[src/rtl/sha3_lane_gearbox.sv]
// sha3_lane_gearbox: repacks 64-bit SHA-3 lanes into OUT_W-bit slices.
// The bit stream is held MSB-aligned in an accumulator; the final slice of a
// message carries any remainder bits, zero padding, and the spare field in the
// low SPARE_W bits. When the remainder and spare do not fit together, the
// spare gets a slice of its own.
module sha3_lane_gearbox #(
  parameter int OUT_W   = 48,
  parameter int SPARE_W = 16,
  localparam int SW1    = (SPARE_W > 0) ? SPARE_W : 1
) (
  input  logic             clk,
  input  logic             rst,
  input  logic             ivalid,
  output logic             iready,
  input  logic [63:0]      ilane,
  input  logic             ilast,
  input  logic [SW1-1:0]   spare,
  output logic             ovalid,
  input  logic             oready,
  output logic [OUT_W-1:0] odata,
  output logic             olast
);

  localparam int ACC_W = 64 + OUT_W - 1;
  localparam int CW    = $clog2(OUT_W + 64);
  localparam logic [CW-1:0] OW_C    = CW'(OUT_W);
  localparam logic [CW-1:0] TAILMAX = CW'(OUT_W - SPARE_W);
  localparam logic [CW-1:0] LANE_C  = CW'(64);

  typedef enum logic [1:0] {ACCUM, DRAIN, TAIL, SPARE_ONLY} state_t;

  state_t           state_q, state_d;
  logic [ACC_W-1:0] acc_q, acc_d;
  logic [CW-1:0]    count_q, count_d;
  logic [SW1-1:0]   spare_q, spare_d;

  logic [ACC_W-1:0] lane_ext;
  logic [OUT_W-1:0] top;
  logic [OUT_W-1:0] spare_ext;
  logic [CW-1:0]    cnt_sub;

  // Incoming lane placed at the top; shifted down by the current fill level.
  assign lane_ext = {ilane, {(OUT_W-1){1'b0}}};
  assign top      = acc_q[ACC_W-1 -: OUT_W];
  assign cnt_sub  = count_q - OW_C;

  generate
    if (SPARE_W > 0) begin : g_spare
      assign spare_ext = OUT_W'(spare_q);
    end else begin : g_nospare
      assign spare_ext = '0;
    end
  endgenerate

  // State, accumulator, fill count and captured spare.
  always_ff @(posedge clk or posedge rst) begin
    if (rst) begin
      state_q <= ACCUM;
      acc_q   <= '0;
      count_q <= '0;
      spare_q <= '0;
    end else begin
      state_q <= state_d;
      acc_q   <= acc_d;
      count_q <= count_d;
      spare_q <= spare_d;
    end
  end

  // Next-state, handshakes and slice formatting.
  // Entering DRAIN always leaves count >= OUT_W (a lane is 64 >= OUT_W bits),
  // so the remainder branch is decided as each drain slice is taken and no
  // bubble cycle is needed.
  always_comb begin
    state_d = state_q;
    acc_d   = acc_q;
    count_d = count_q;
    spare_d = spare_q;
    iready  = 1'b0;
    ovalid  = 1'b0;
    olast   = 1'b0;
    odata   = top;
    case (state_q)
      ACCUM: begin
        iready = !rst && (count_q < OW_C);
        ovalid = (count_q >= OW_C);
        if (iready && ivalid) begin
          acc_d   = acc_q | (lane_ext >> count_q);
          count_d = count_q + LANE_C;
          if (ilast) begin
            spare_d = spare;
            state_d = DRAIN;
          end
        end else if (ovalid && oready) begin
          acc_d   = acc_q << OUT_W;
          count_d = cnt_sub;
        end
      end
      DRAIN: begin
        ovalid = 1'b1;
        olast  = (SPARE_W == 0) && (count_q == OW_C);
        if (oready) begin
          acc_d   = acc_q << OUT_W;
          count_d = cnt_sub;
          if (cnt_sub >= OW_C)
            state_d = DRAIN;
          else if (cnt_sub == '0)
            state_d = (SPARE_W == 0) ? ACCUM : SPARE_ONLY;
          else
            state_d = TAIL;
        end
      end
      TAIL: begin
        ovalid = 1'b1;
        olast  = (count_q <= TAILMAX);
        odata  = olast ? (top | spare_ext) : top;
        if (oready) begin
          acc_d   = '0;
          count_d = '0;
          state_d = olast ? ACCUM : SPARE_ONLY;
        end
      end
      SPARE_ONLY: begin
        ovalid = 1'b1;
        olast  = 1'b1;
        odata  = spare_ext;
        if (oready) begin
          acc_d   = '0;
          count_d = '0;
          state_d = ACCUM;
        end
      end
      default: state_d = ACCUM;
    endcase
  end

endmodule

[config.mk]
export PLATFORM = sky130hd
export DESIGN_NAME = sha3_lane_gearbox
export DESIGN_NICKNAME = d
export VERILOG_FILES = /design/src/rtl/sha3_lane_gearbox.sv
export SDC_FILE = /design/constraint.sdc
export NUM_CORES = 1
export LEC_CHECK = 0
export ABC_AREA = 1
export ABC_CLOCK_PERIOD_IN_PS = 6300
export BUFFER_PORTS_ARGS = -buffer_cell sky130_fd_sc_hd__buf_2
export CAP_MARGIN = 20
export CORE_MARGIN = 5
export CORE_UTILIZATION = 60
export DETAILED_ROUTE_END_ITERATION = 8
export PLACE_DENSITY = 0.84
export RECOVER_POWER = 25
export SYNTH_ARGS = -nofsm -noshare
export SYNTH_HDL_FRONTEND = slang
export SYNTH_SLANG_ARGS = --single-unit
export TNS_END_PERCENT = 1
[constraint.sdc]
create_clock -name clk -period 6.3 [get_ports clk]
set_input_delay 0 -clock clk [delete_from_list [all_inputs] [get_ports clk]]
set_output_delay 0 -clock clk [all_outputs]
set_load 0.01 [all_outputs]
# After elaboration in Yosys (flattened, before gate mapping)
# Index checks and enable logic that the tools add are counted.
[op_classes] n_addsub=2 order_cmp=4 eq_ne=10 shifts=1 n_mux=24 bitwise_logic=2 reduce_logical=11
[ops] operator="111-bit 2-to-1 mux" n=4
[ops] operator="111-bit one-hot mux with 3 select lines" n=1
[ops] operator="111-bit bitwise OR" n=1
[ops] operator="111-bit by 7-bit right shift with 111-bit output" n=1
[ops] operator="48-bit one-hot mux with 2 select lines" n=1
[ops] operator="48-bit 2-to-1 mux" n=1
[ops] operator="48-bit by 16-bit bitwise OR with 48-bit output" n=1
[ops] operator="7-bit 2-to-1 mux" n=4
[ops] operator="7-bit one-hot mux with 3 select lines" n=1
[ops] operator="7-bit by 6-bit >= comparator with 1-bit output (second input constant)" n=2
[ops] operator="2-bit 2-to-1 mux" n=7
[ops] operator="2-bit != test (second input constant)" n=5
[ops] operator="2-bit one-hot mux with 4 select lines" n=1
[ops] operator="7-bit adder (second input constant)" n=1
[ops] operator="7-bit by 6-bit less-or-equal comparator with 1-bit output (second input constant)" n=1
[ops] operator="7-bit logical NOT" n=1
[ops] operator="7-bit by 6-bit < comparator with 1-bit output (second input constant)" n=1
[ops] operator="7-bit by 6-bit subtractor with 7-bit output (second input constant)" n=1
[ops] operator="3-bit AND reduction" n=2
[ops] operator="5-bit AND reduction" n=1
[ops] operator="2-bit == test (second input constant)" n=2
[ops] operator="1-bit one-hot mux with 2 select lines" n=2
[ops] operator="1-bit logical AND" n=3
[ops] operator="3-bit != test (second input constant)" n=1
[ops] operator="other kinds (7)" n=8
[totals] ff_bits=136 input_bits=85 out_inout_bits=51 word_cells=58

# Depth between registers and ports, before layout
# Gate-level depths: netlist of run 1.
[depth] ltp_word=6 ltp_mapped=12 ltp_nobuf=9

# Worst setup path before layout of run 1
# No wires, ideal clock.
[synth_timing] kind="input-to-reg" start="input rst" end="register acc_q[66]" setup_ns=0.128 arrival_time_ns=4.134 required_ns=6.172 path_slack_ns=2.038 cell_stages=7 n_path_buf=1 cell_sequence="inv_1 nand3_2 o21ai_2 clkbuf_1 nor2_1 nand2_1 nand3_1"
[synth_via] elab_chain_len=5 elab_cells_between_ends=7 classes_between="eq/ne (1); mux (2); reduce/logical (4)"
[synth_lines] item="start, declared" line="12" rtl="input logic rst,"
[synth_lines] item="1-bit logical NOT (*)" line="85" rtl="iready = !rst && (count_q < OW_C);"
[synth_lines] item="1-bit logical AND (*)" line="85"
[synth_lines] item="1-bit logical AND (*)" line="87" rtl="if (iready && ivalid) begin"
[synth_lines] item="3-bit != test (no line) / 111-bit 2-to-1 mux (equally long branches)"
[synth_lines] item="3-bit AND reduction (no line) / 111-bit one-hot mux with 3 select lines (equally long branches)"
[synth_lines] item="end signal, assigned" line="59" rtl="acc_q <= '0;"
[synth_lines] item="end signal, assigned" line="64" rtl="acc_q <= acc_d;"
[synth_lines] item="end, declared" line="33" rtl="logic [ACC_W-1:0] acc_q, acc_d;"
# Mark *: on every way between the ends. The rest lies on a longest branch, timed or not.
# A chain may end at the register's enable or synchronous reset.

==> results.yml, run 1 <==
placed_design:
  place_congestion: 0.982
  place_hpwl_mm: 17.7
  numPlacedInstances: 1537
  placed_cell_area_um2: 8940
  io_buffer_count: 135
worst_setup_path:
  rrSetupSlack_ns: 2.49
  reg2regPathDepth: 9
  r2r_end: "acc_q[54]$_DFFE_PP0P_"
  critPathBufInv: 4
  max_stage_delay_ns: 2.69
  critPathCaptureType: "asynchronous set/reset pin"
  critical_path_class: "in2async"
  cp_max_fo: 68
  crit_top_cell: "clkbuf_1"
  critPathArrivalTime_ns: 4.00
  path_cells: "dlygate4sd3_1 -> clkbuf_1 -> inv_4 -> clkbuf_1"
  worstSetupStartpointType: "input port"
  slowest_stage: "clkbuf_1"
  path_delay_family: "buffers and inverters"
  reg2reg_from: "count_q[4]$_DFFE_PP0P_"
  cp_data_required_time_ns: 5.97
synthesis:
  ys_seq_elements: 132
  synth_warnings: 0
  muxShareOfSynthArea_pct: 0
  syn-cell-area_um2: 8300
  synth-seq-area-share_pct: 39.8
  synth-compound-area-share_pct: 8.54
  synth_fp_nets: 1385
  synth_xor_area_share_pct: 0
  syn_avg_cell_area_um2: 6.41
  synth_edf_count: 0
  synth_top_family_by_area: "simple AND/OR/NAND/NOR gates"
  synthSimpleGateAreaFrac_pct: 40.5
  synthAdderAreaFrac_pct: 0.754
  synthArstFlopShare_pct: 100
  ys_types: 27
  synthCells: 1295
  synthFlopType: "dfrtp_1"
timing:
  worst_slew_pin_slew_ns: 3.74
  period_needed_ns: 4.33
  fin_skew_ns: 0.0100
  hold_viol: 0
  slew_viol_final: 68
  max_freq_ghz: 0.231
  grt_setup_unrepaired: "no"
  setup_viol: 0
  slew_headroom_pct: -149
  tns_ns: 0
  period_share_pct: 68.7
power_and_ir_drop:
  leakage_uw: 0.00546
  peakVddDrop_mv: 0.302
  power_density_nw_per_um2: 407
  fin_total_pwr_uw: 4070
floorplan:
  die_h_um: 128
  core_area_um2: 13700
  die_w_um: 128
  dieArea_um2: 16300
  ios: 136
  initial_core_util_pct: 60.5
  rows: 43
layout:
  final_cell_mix: "512 x nand2_1, 171 x nand3_1, 134 x buf_2, 131 x dfrtp_1, 122 x inv_1"
  layout.nets: 1509
  seqCellArea_um2: 3300
  layout-drive-gt1-share_pct: 13.6
  multi_input_area_um2: 4140
  antenna_cells: 0
  mostFrequentLayoutCell: "nand2_1"
  final_cells: 1611
  area_growth_pct: 20.4
  fin_util_pct: 72.8
  finalInstanceArea_um2: 9990
  fillerInstances: 1175
detailed_routing:
  drt_iter0_drc: 1200
  ant_nets: 0
  post-route-drc-count: 0
  wire_per_inst_um: 16.9
  finalWirelength_mm: 27.2
  dr_total_vias: 9150
  viasPerCell: 5.68
  drtPass1Iterations: 7
clock_network:
  cts_buffer_depth: 2
  worstSkewPairLatency_ns: 0.43
  cts.sinks: 132
  cts_tree: "yes"
  root_buffer: "clkbuf_16"
  htreeDepth: 4
  clk_pin_slew_ns: 0.06
  cts-buffers-inserted: 17
global_route:
  gr-total-overflow: 0
  grt_use_total_pct: 33.8
  grt_pass1_vias: 8356
  grt_pass1_wl_mm: 43.4
  grt_max_degree: 78
  antenna_found_initial: 0
job:
  maxCapViolCount: 1
min_path:
  hold_path_depth: 5
  min_to: "acc_q[31]$_DFFE_PP0P_"
  worstHoldStart: "ilane[48]"
  hp-class: "in2reg"
run_status:
  status: "complete, but fails checks"
  violations: "capacitance limit, slew limit"
-- worst max-delay path by stage --
stage                                 from                     to  slack, ns  cells after the start
finish                                 rst  acc_q[68]$_DFFE_PP0P_       1.97                      4
global route                           rst  acc_q[69]$_DFFE_PP0P_       1.10                      4
CTS                                    rst  acc_q[54]$_DFFE_PP0P_       2.53                     10
detailed placement  count_q[4]$_DFFE_PP0P_  acc_q[91]$_DFFE_PP0P_       2.62                      9
global placement    count_q[4]$_DFFE_PP0P_  acc_q[50]$_DFFE_PP0P_       2.76                      9
floorplan                              rst  acc_q[66]$_DFFE_PP0P_       2.04                      7
-- timing repair --
item / CTS / global route
buffers inserted: 0 / 0
hold buffers: 41 / 0
endpoints found under the hold margin: 89 / 0
gates resized for setup: 0 / 0
-- worst reg2reg max path: cells and delay by family (launching register included) --
| family | cells | cell delay (ns) |
|---|---|---|
| and+or+nand+nor | 7 | 2.56 |
| DFF | 1 | 0.38 |
| buffers and inverters | 2 | 0.81 |
-- stage by stage --
step	worst slack (ns)	hold WS [ns]
2_1_floorplan	2.04	0.146
3_3_place_gp	2.76	0.219
3_5_place_dp	2.62	0.220
4_1_cts	2.53	0.00484
5_1_grt	1.10	0.0496
6_report	1.97	0.0190
-- cells by family (layout without fill, tap and decap cells) --
group	after synthesis	count (layout)
flip-flops	132	132
AND/OR/NAND/NOR	816	816
buffers and inverters	214	350
AO/OA/AOI/OAI	128	128
adder cells (fa/ha/maj)	5	5
-- registers in the layout (all words and copies together) (netlist names) --
name and flops:
acc_q 111, spare_q 16, count_q 3, state_q 2
-- power breakdown --
group | internal, uW | total [uW] | switching [uW] | leakage, uW
Clock | 647 | 1020 | 377 | 0.000294
Sequential | 1040 | 1150 | 119 | 0.00181
Combinational | 569 | 1890 | 1320 | 0.00336
Total | 2250 | 4070 | 1820 | 0.00546
-- layout make-up --
class	count	area share (%)
Tap cell	180	2.26
Clock inverter	10	1.30
Multi-Input combinational cell	949	41.5
Sequential cell	132	33.1
Timing Repair Buffer	193	12.4
Inverter	126	4.76
Clock buffer	21	4.71
-- routing by layer --
layer	part of all wire, %	vias to the layer above	GRT usage (%)
met5	0	-	0
met4	2.9	0	12.1
met3	10	70	6.73
met2	47	565	54.2
met1	40	4208	45.8
li1	-	4307	-
-- cell usage after synthesis, types with 8 or more instances --
cell type	instances	area, um^2
nand3b_1	11	82.6
buf_2	32	160
buf_1	8	30.0
nor2_1	107	402
dfrtp_1	132	3300
nand3_1	171	856
o21ai_0	65	325
a22o_1	16	140
nand2_1	514	1930
inv_1	124	465
clkbuf_1	44	165
a21oi_1	43	215
(Power assumes the default switching activity.)
==> run 2, diff against run 1 <==
ABC_CLOCK_PERIOD_IN_PS = 3800   (was 6300)
CORE_UTILIZATION = 52   (was 60)
PLACE_DENSITY = 0.77   (was 0.84)
clock period = 3.8 ns   (was 6.3 ns; I/O delays follow)
==> run 2 against run 1 <==
  * Clock power rose by 49%
  * Largest power group unchanged
  * Power up 61%
  * Sequential share of layout area fell by 0.14 points
  * Worst hold slack hardly changed
  * Routed wire length fell by 1.6%
  * Combinational power is 63% higher
  * Global-route usage fell by 3.9 points
  * The flow still finishes with violations (capacitance limit, slew limit)
  * Setup slack got worse by 1.3 ns
==> results.yml, run 2 (synthesis results as in run 1) <==
worst_setup_path:
  worstSetupStartpointType: "flip-flop"
  cp_max_fo: 43
  cp_data_required_time_ns: 3.80
  crit_path_start: "count_q[4]$_DFFE_PP0P_"
  critical_path_class: "reg2out"
  reg2reg_from: "count_q[4]$_DFFE_PP0P_"
  critPathArrivalTime_ns: 3.16
  critPathCaptureType: "output port"
clock_network:
  holdBufCountCts: 38
  cts-buffers-inserted: 17
  root_buffer: "clkbuf_16"
  cts_buffer_depth: 2
  cts.repair.resized: 0
  clk_pin_slew_ns: 0.06
  cts.sinks: 132
  cts_tree: "yes"
  post-cts-setup-buffers: 0
  htreeDepth: 4
  worstSkewPairLatency_ns: 0.44
layout:
  largest_registers: "acc_q (111), spare_q (16), count_q (3)"
  fillerInstances: 1479
  layout-drive-gt1-share_pct: 14.3
  fin_util_pct: 63.6
  largest_reg_flops: 111
  antenna_cells: 0
  final_cell_mix: "512 x nand2_1, 171 x nand3_1, 135 x buf_2, 131 x dfrtp_1, 122 x inv_1"
  top_register: "acc_q"
  mostFrequentLayoutCell: "nand2_1"
  final_cells: 1653
  area_growth_pct: 20.9
  layout.nets: 1514
  finalInstanceArea_um2: 10000
detailed_routing:
  drtPass1Iterations: 6
  ant_nets: 0
  post-route-drc-count: 0
  dr_total_vias: 9122
  finalWirelength_mm: 26.7
  viasPerCell: 5.52
  drt_iter0_drc: 1050
  wire_per_inst_um: 16.2
timing:
  fin_skew_ns: 0.0187
  slew_viol_final: 135
  tns_ns: 0
  period_share_pct: 83.2
  max_freq_ghz: 0.316
  fin_hold_ws_ns: 0.0195
  grt_setup_unrepaired: "no"
  worst_slew_pin_slew_ns: 1.77
  hold_viol: 0
  setup_viol: 0
  slew_headroom_pct: -18.1
  period_needed_ns: 3.16
global_route:
  grt_max_degree: 71
  grt_use_total_pct: 29.9
  grt_pass1_vias: 8356
  gr-total-overflow: 0
  grt_pass1_wl_mm: 43.4
  antenna_found_initial: 0
floorplan:
  core_area_um2: 15800
  die_h_um: 136
  ios: 136
  die_w_um: 136
  initial_core_util_pct: 52.6
  rows: 46
  dieArea_um2: 18600
run_status:
  violations: "capacitance limit, slew limit"
  status: "complete, but fails checks"
placed_design:
  io_buffer_count: 135
  place_hpwl_mm: 17.8
  place_congestion: 0.941
  placed_cell_area_um2: 9080
  numPlacedInstances: 1581
job:
  maxCapViolCount: 2
power_and_ir_drop:
  leakage_uw: 0.00546
  peakVddDrop_mv: 0.383
  power_density_nw_per_um2: 654
min_path:
  hp-class: "in2reg"
  worstHoldStart: "ilane[0]"
[run 2: final timing paths]
path | end | slack [ns] | depth (start not counted)
setup / recovery | odata[4] | 0.64 | 8
hold / removal | acc_q[31]$_DFFE_PP0P_ | 0.02 | 5
setup reg to reg | state_q[0]$_DFFE_PP0P_ | 1.11 | 9
hold reg to reg | spare_q[3]$_DFFE_PP0P_ | 0.48 | 2
max in group asynchronous | acc_q[6]$_DFFE_PP0P_ | 1.05 | 4
min in group asynchronous | acc_q[104]$_DFFE_PP0P_ | 0.41 | 3
[run 2: per-stage QoR]
| stage | worst slack, ns | power, uW |
|---|---|---|
| floorplan | 0.586 | 4040 |
| CTS | 0.715 | 6490 |
| global route | 0.409 | 7030 |
| global placement | 1.18 | 4880 |
| finish | 0.639 | 6560 |
| detailed placement | 1.22 | 4920 |
[run 2: layer usage]
layer / GRT usage [%] / wire, um / share of wire, % / vias up
met5: 0 / 0 / 0 / -
met4: 13.8 / 932 / 3.5 / 0
met3: 7.44 / 2880 / 11 / 77
met2: 43.9 / 11700 / 44 / 536
met1: 41.5 / 11200 / 42 / 4190
li1: - / - / - / 4319
[run 2: worst max-delay path, cell delays in order (launching register included)]
cell and delay, ns:
dfrtp_2 0.62, inv_2 0.62, ha_1 0.31, inv_1 0.06, a21oi_1 0.19, nand2_1 0.08, nand2_1 0.45, a22o_1 0.24
buf_2 0.14
[run 2: cell type report]
type                       instances  area, um^2  area share [%]
sequential                       132        3300            33.0
tap                              216         270            2.70
timing repair buffer             198        1290            12.8
multi-input combinational        949        4140            41.3
inverter                         126         474            4.73
clock inverter                    14         108            1.07
clock buffer                      18         439            4.38
[run 2: power breakdown]
group / switching, uW / total [uW] / leakage (uW) / internal (uW)
clock: 661 / 1520 / 0.000263 / 854
combinational: 2110 / 3090 / 0.00339 / 975
sequential: 236 / 1950 / 0.00181 / 1720
total: 3010 / 6560 / 0.00546 / 3540
==> run 3, diff against run 2 <==
ABC_AREA = 0   (was 1)
ABC_CLOCK_PERIOD_IN_PS = 2700   (was 3800)
CORE_UTILIZATION = 51   (was 52)
clock period = 2.7 ns   (was 3.8 ns; I/O delays follow)
==> run 3 against run 2 <==
  * The run now ends clean
  * Synthesized cell count shrank 43%
  * Register-to-register slack lost 1.0 ns
  * Setup slack lost 0.54 ns
  * Largest cell class unchanged
==> results.yml, run 3 <==
run_status:
  status: "finished, final reports clean"
floorplan:
  core_area_um2: 14400
  initial_core_util_pct: 51.8
  rows: 44
  die_w_um: 131
  ios: 136
  dieArea_um2: 17200
  die_h_um: 131
synthesis:
  synthSimpleGateAreaFrac_pct: 14.5
  ys_seq_elements: 132
  synth_warnings: 0
  synth-seq-area-share_pct: 44.2
  synth_fp_nets: 823
  syn_avg_cell_area_um2: 10.2
  synthAdderAreaFrac_pct: 0.838
  synth_top_area_share_pct: 44.2
  synth_xor_area_share_pct: 0
  synthCells: 733
  synth_edf_count: 0
  muxShareOfSynthArea_pct: 11.0
  synth-compound-area-share_pct: 23.9
  ys_types: 47
  syn-cell-area_um2: 7470
  synth_most_common_cell: "dfrtp_1"
  synth_top_cell_by_area: "dfrtp_1"
  synth_top_family_by_area: "compound AO/OA/AOI/OAI gates"
  synthArstFlopShare_pct: 100
  synthTopCellsByCount: "132 x dfrtp_1, 61 x mux2i_1, 57 x a21oi_1"
  synth.area.top_cells: "dfrtp_1 44%, mux2i_1 8.2%, o2bb2ai_1 5.6%"
  synthFlopType: "dfrtp_1"
timing:
  worst_slew_pin_slew_ns: 1.31
  setup_viol: 0
  slew_viol_final: 0
  tns_ns: 0
  grt_setup_unrepaired: "no"
  max_freq_ghz: 0.384
  hold_viol: 0
  slew_headroom_pct: 12.3
  fin_skew_ns: 0.00665
  period_needed_ns: 2.60
  fin_ws_ns: 0.0991
  period_share_pct: 96.3
layout:
  top_register: "acc_q"
  layout-drive-gt1-share_pct: 24.7
  largest_reg_flops: 111
  mostFrequentLayoutCell: "buf_2"
  area_growth_pct: 23.5
  layout.nets: 971
  antenna_cells: 0
  final_cell_mix: "135 x buf_2, 130 x dfrtp_1, 61 x mux2i_1, 57 x a21oi_1, 51 x and2_1"
  largest_registers: "acc_q (111), spare_q (16), count_q (3)"
clock_network:
  cts-buffers-inserted: 17
  htreeDepth: 4
  root_buffer: "clkbuf_16"
  cts_buffer_depth: 2
  clk_pin_slew_ns: 0.06
  cts.sinks: 132
  cts_tree: "yes"
  worstSkewPairLatency_ns: 0.42
detailed_routing:
  met2WireLength_mm: 10.9
  drt_iter0_drc: 540
  ant_nets: 0
  dr_total_vias: 6700
  wirelength_met1_mm: 9.28
  wire_per_inst_um: 21.2
  post-route-drc-count: 0
  top_layer_used: "met4"
  dr_wl_met3_mm: 2.00
  drtPass1Iterations: 5
  viasPerCell: 6.22
  finalWirelength_mm: 22.8
worst_setup_path:
  cp_max_fo: 13
  max_stage_delay_ns: 0.56
  path_cells: "ha_1 -> ha_1 -> nor2_1 -> nor4bb_1 -> o21ai_0 -> a221o_1 -> dlygate4sd3_1"
  crit_top_cell: "ha_1"
  critical_path_class: "reg2reg"
  critPathArrivalTime_ns: 2.91
  critPathBufInv: 1
  path_delay_family: "flip-flops"
  cp_data_required_time_ns: 3.01
  critPathCaptureType: "flip-flop"
  slowest_stage: "dfrtp_4"
  worstSetupStartpointType: "flip-flop"
global_route:
  grt_use_total_pct: 27.3
  grt_max_degree: 56
  gr-total-overflow: 0
  grt_pass1_wl_mm: 35.7
  grt_pass1_vias: 6569
  antenna_found_initial: 0
min_path:
  hp-class: "in2reg"
placed_design:
  place_hpwl_mm: 15.5
  dp_slack_ns: 0.291
  place_congestion: 0.930
  io_buffer_count: 135
job:
  maxCapViolCount: 0
power_and_ir_drop:
  leakage_uw: 0.00444
  peakVddDrop_mv: 0.804
  power_density_nw_per_um2: 1110
-- run 3: power by group --
group	leakage (uW)	total (uW)	internal, uW	switching [uW]
registers	0.00178	3070	2600	462
clock network	0.000273	2190	1330	861
logic	0.00239	4940	2020	2920
total	0.00444	10200	5960	4240
-- run 3: cell type report --
type	instances	area (um^2)
inverters	14	53.8
well taps	184	230
repair buffers	201	1290
fillers	1192	5200
multi-input cells	515	3780
clock inverters	9	78.8
clock buffers	23	478
flip-flops and latches	132	3310
-- run 3: worst min-delay path, stage by stage --
cell	delay, ns
buf_2	0.10
o2bb2ai_1	0.12
a21oi_1	0.06
o2bb2ai_1	0.12
-- run 3: timing repair --
item / CTS / global route
hold buffers: 36 / 0
buffers inserted: 0 / 0
gates resized for setup: 0 / 1
setup endpoints to repair: 0 / 16
endpoints found under the hold margin: 63 / 0
-- run 3: path summary, 6_finish.rpt --
kind	slack, ns	startpoint	depth (start not counted)	end
max in group asynchronous	0.47	rst	4	acc_q[66]$_DFFE_PP0P_
hold / removal	0.02	ilane[36]	4	acc_q[67]$_DFFE_PP0P_
hold reg to reg	0.48	acc_q[33]$_DFFE_PP0P_	1	acc_q[81]$_DFFE_PP0P_
setup reg to reg	0.1	count_q[4]$_DFFE_PP0P_	7	state_q[0]$_DFFE_PP0P_
setup / recovery	0.1	count_q[4]$_DFFE_PP0P_	7	state_q[0]$_DFFE_PP0P_
min in group asynchronous	0.51	rst	3	acc_q[94]$_DFFE_PP0P_
-- run 3: cell families (layout without fill, tap and decap cells) --
kind of cell | Yosys count | in the layout
AO/OA/AOI/OAI | 233 | 233
adder cells (fa/ha/maj) | 5 | 5
buffers and inverters | 86 | 247
flip-flops | 132 | 132
multiplexers | 80 | 80
AND/OR/NAND/NOR | 197 | 197
-- run 3: metrics by stage --
step	std cells	utilization (%)	hold slack (ns)	area, um^2	power [uW]
global route	1078	63.9	0.0322	9220	10800
floorplan	733	-	0.0507	7470	6400
CTS	1078	64.1	0.0125	9240	10200
detailed placement	1010	57.7	0.168	8320	7880
finish	1078	63.9	0.0223	9220	10200
global placement	1010	57.7	0.164	8320	7810
-- run 3: per-layer routing --
| metal | track usage (%) | up-vias |
|---|---|---|
| li1 | - | 3045 |
| met1 | 37.0 | 3283 |
| met2 | 42.6 | 329 |
| met3 | 6.54 | 43 |
| met4 | 10.5 | 0 |
| met5 | 0 | - |
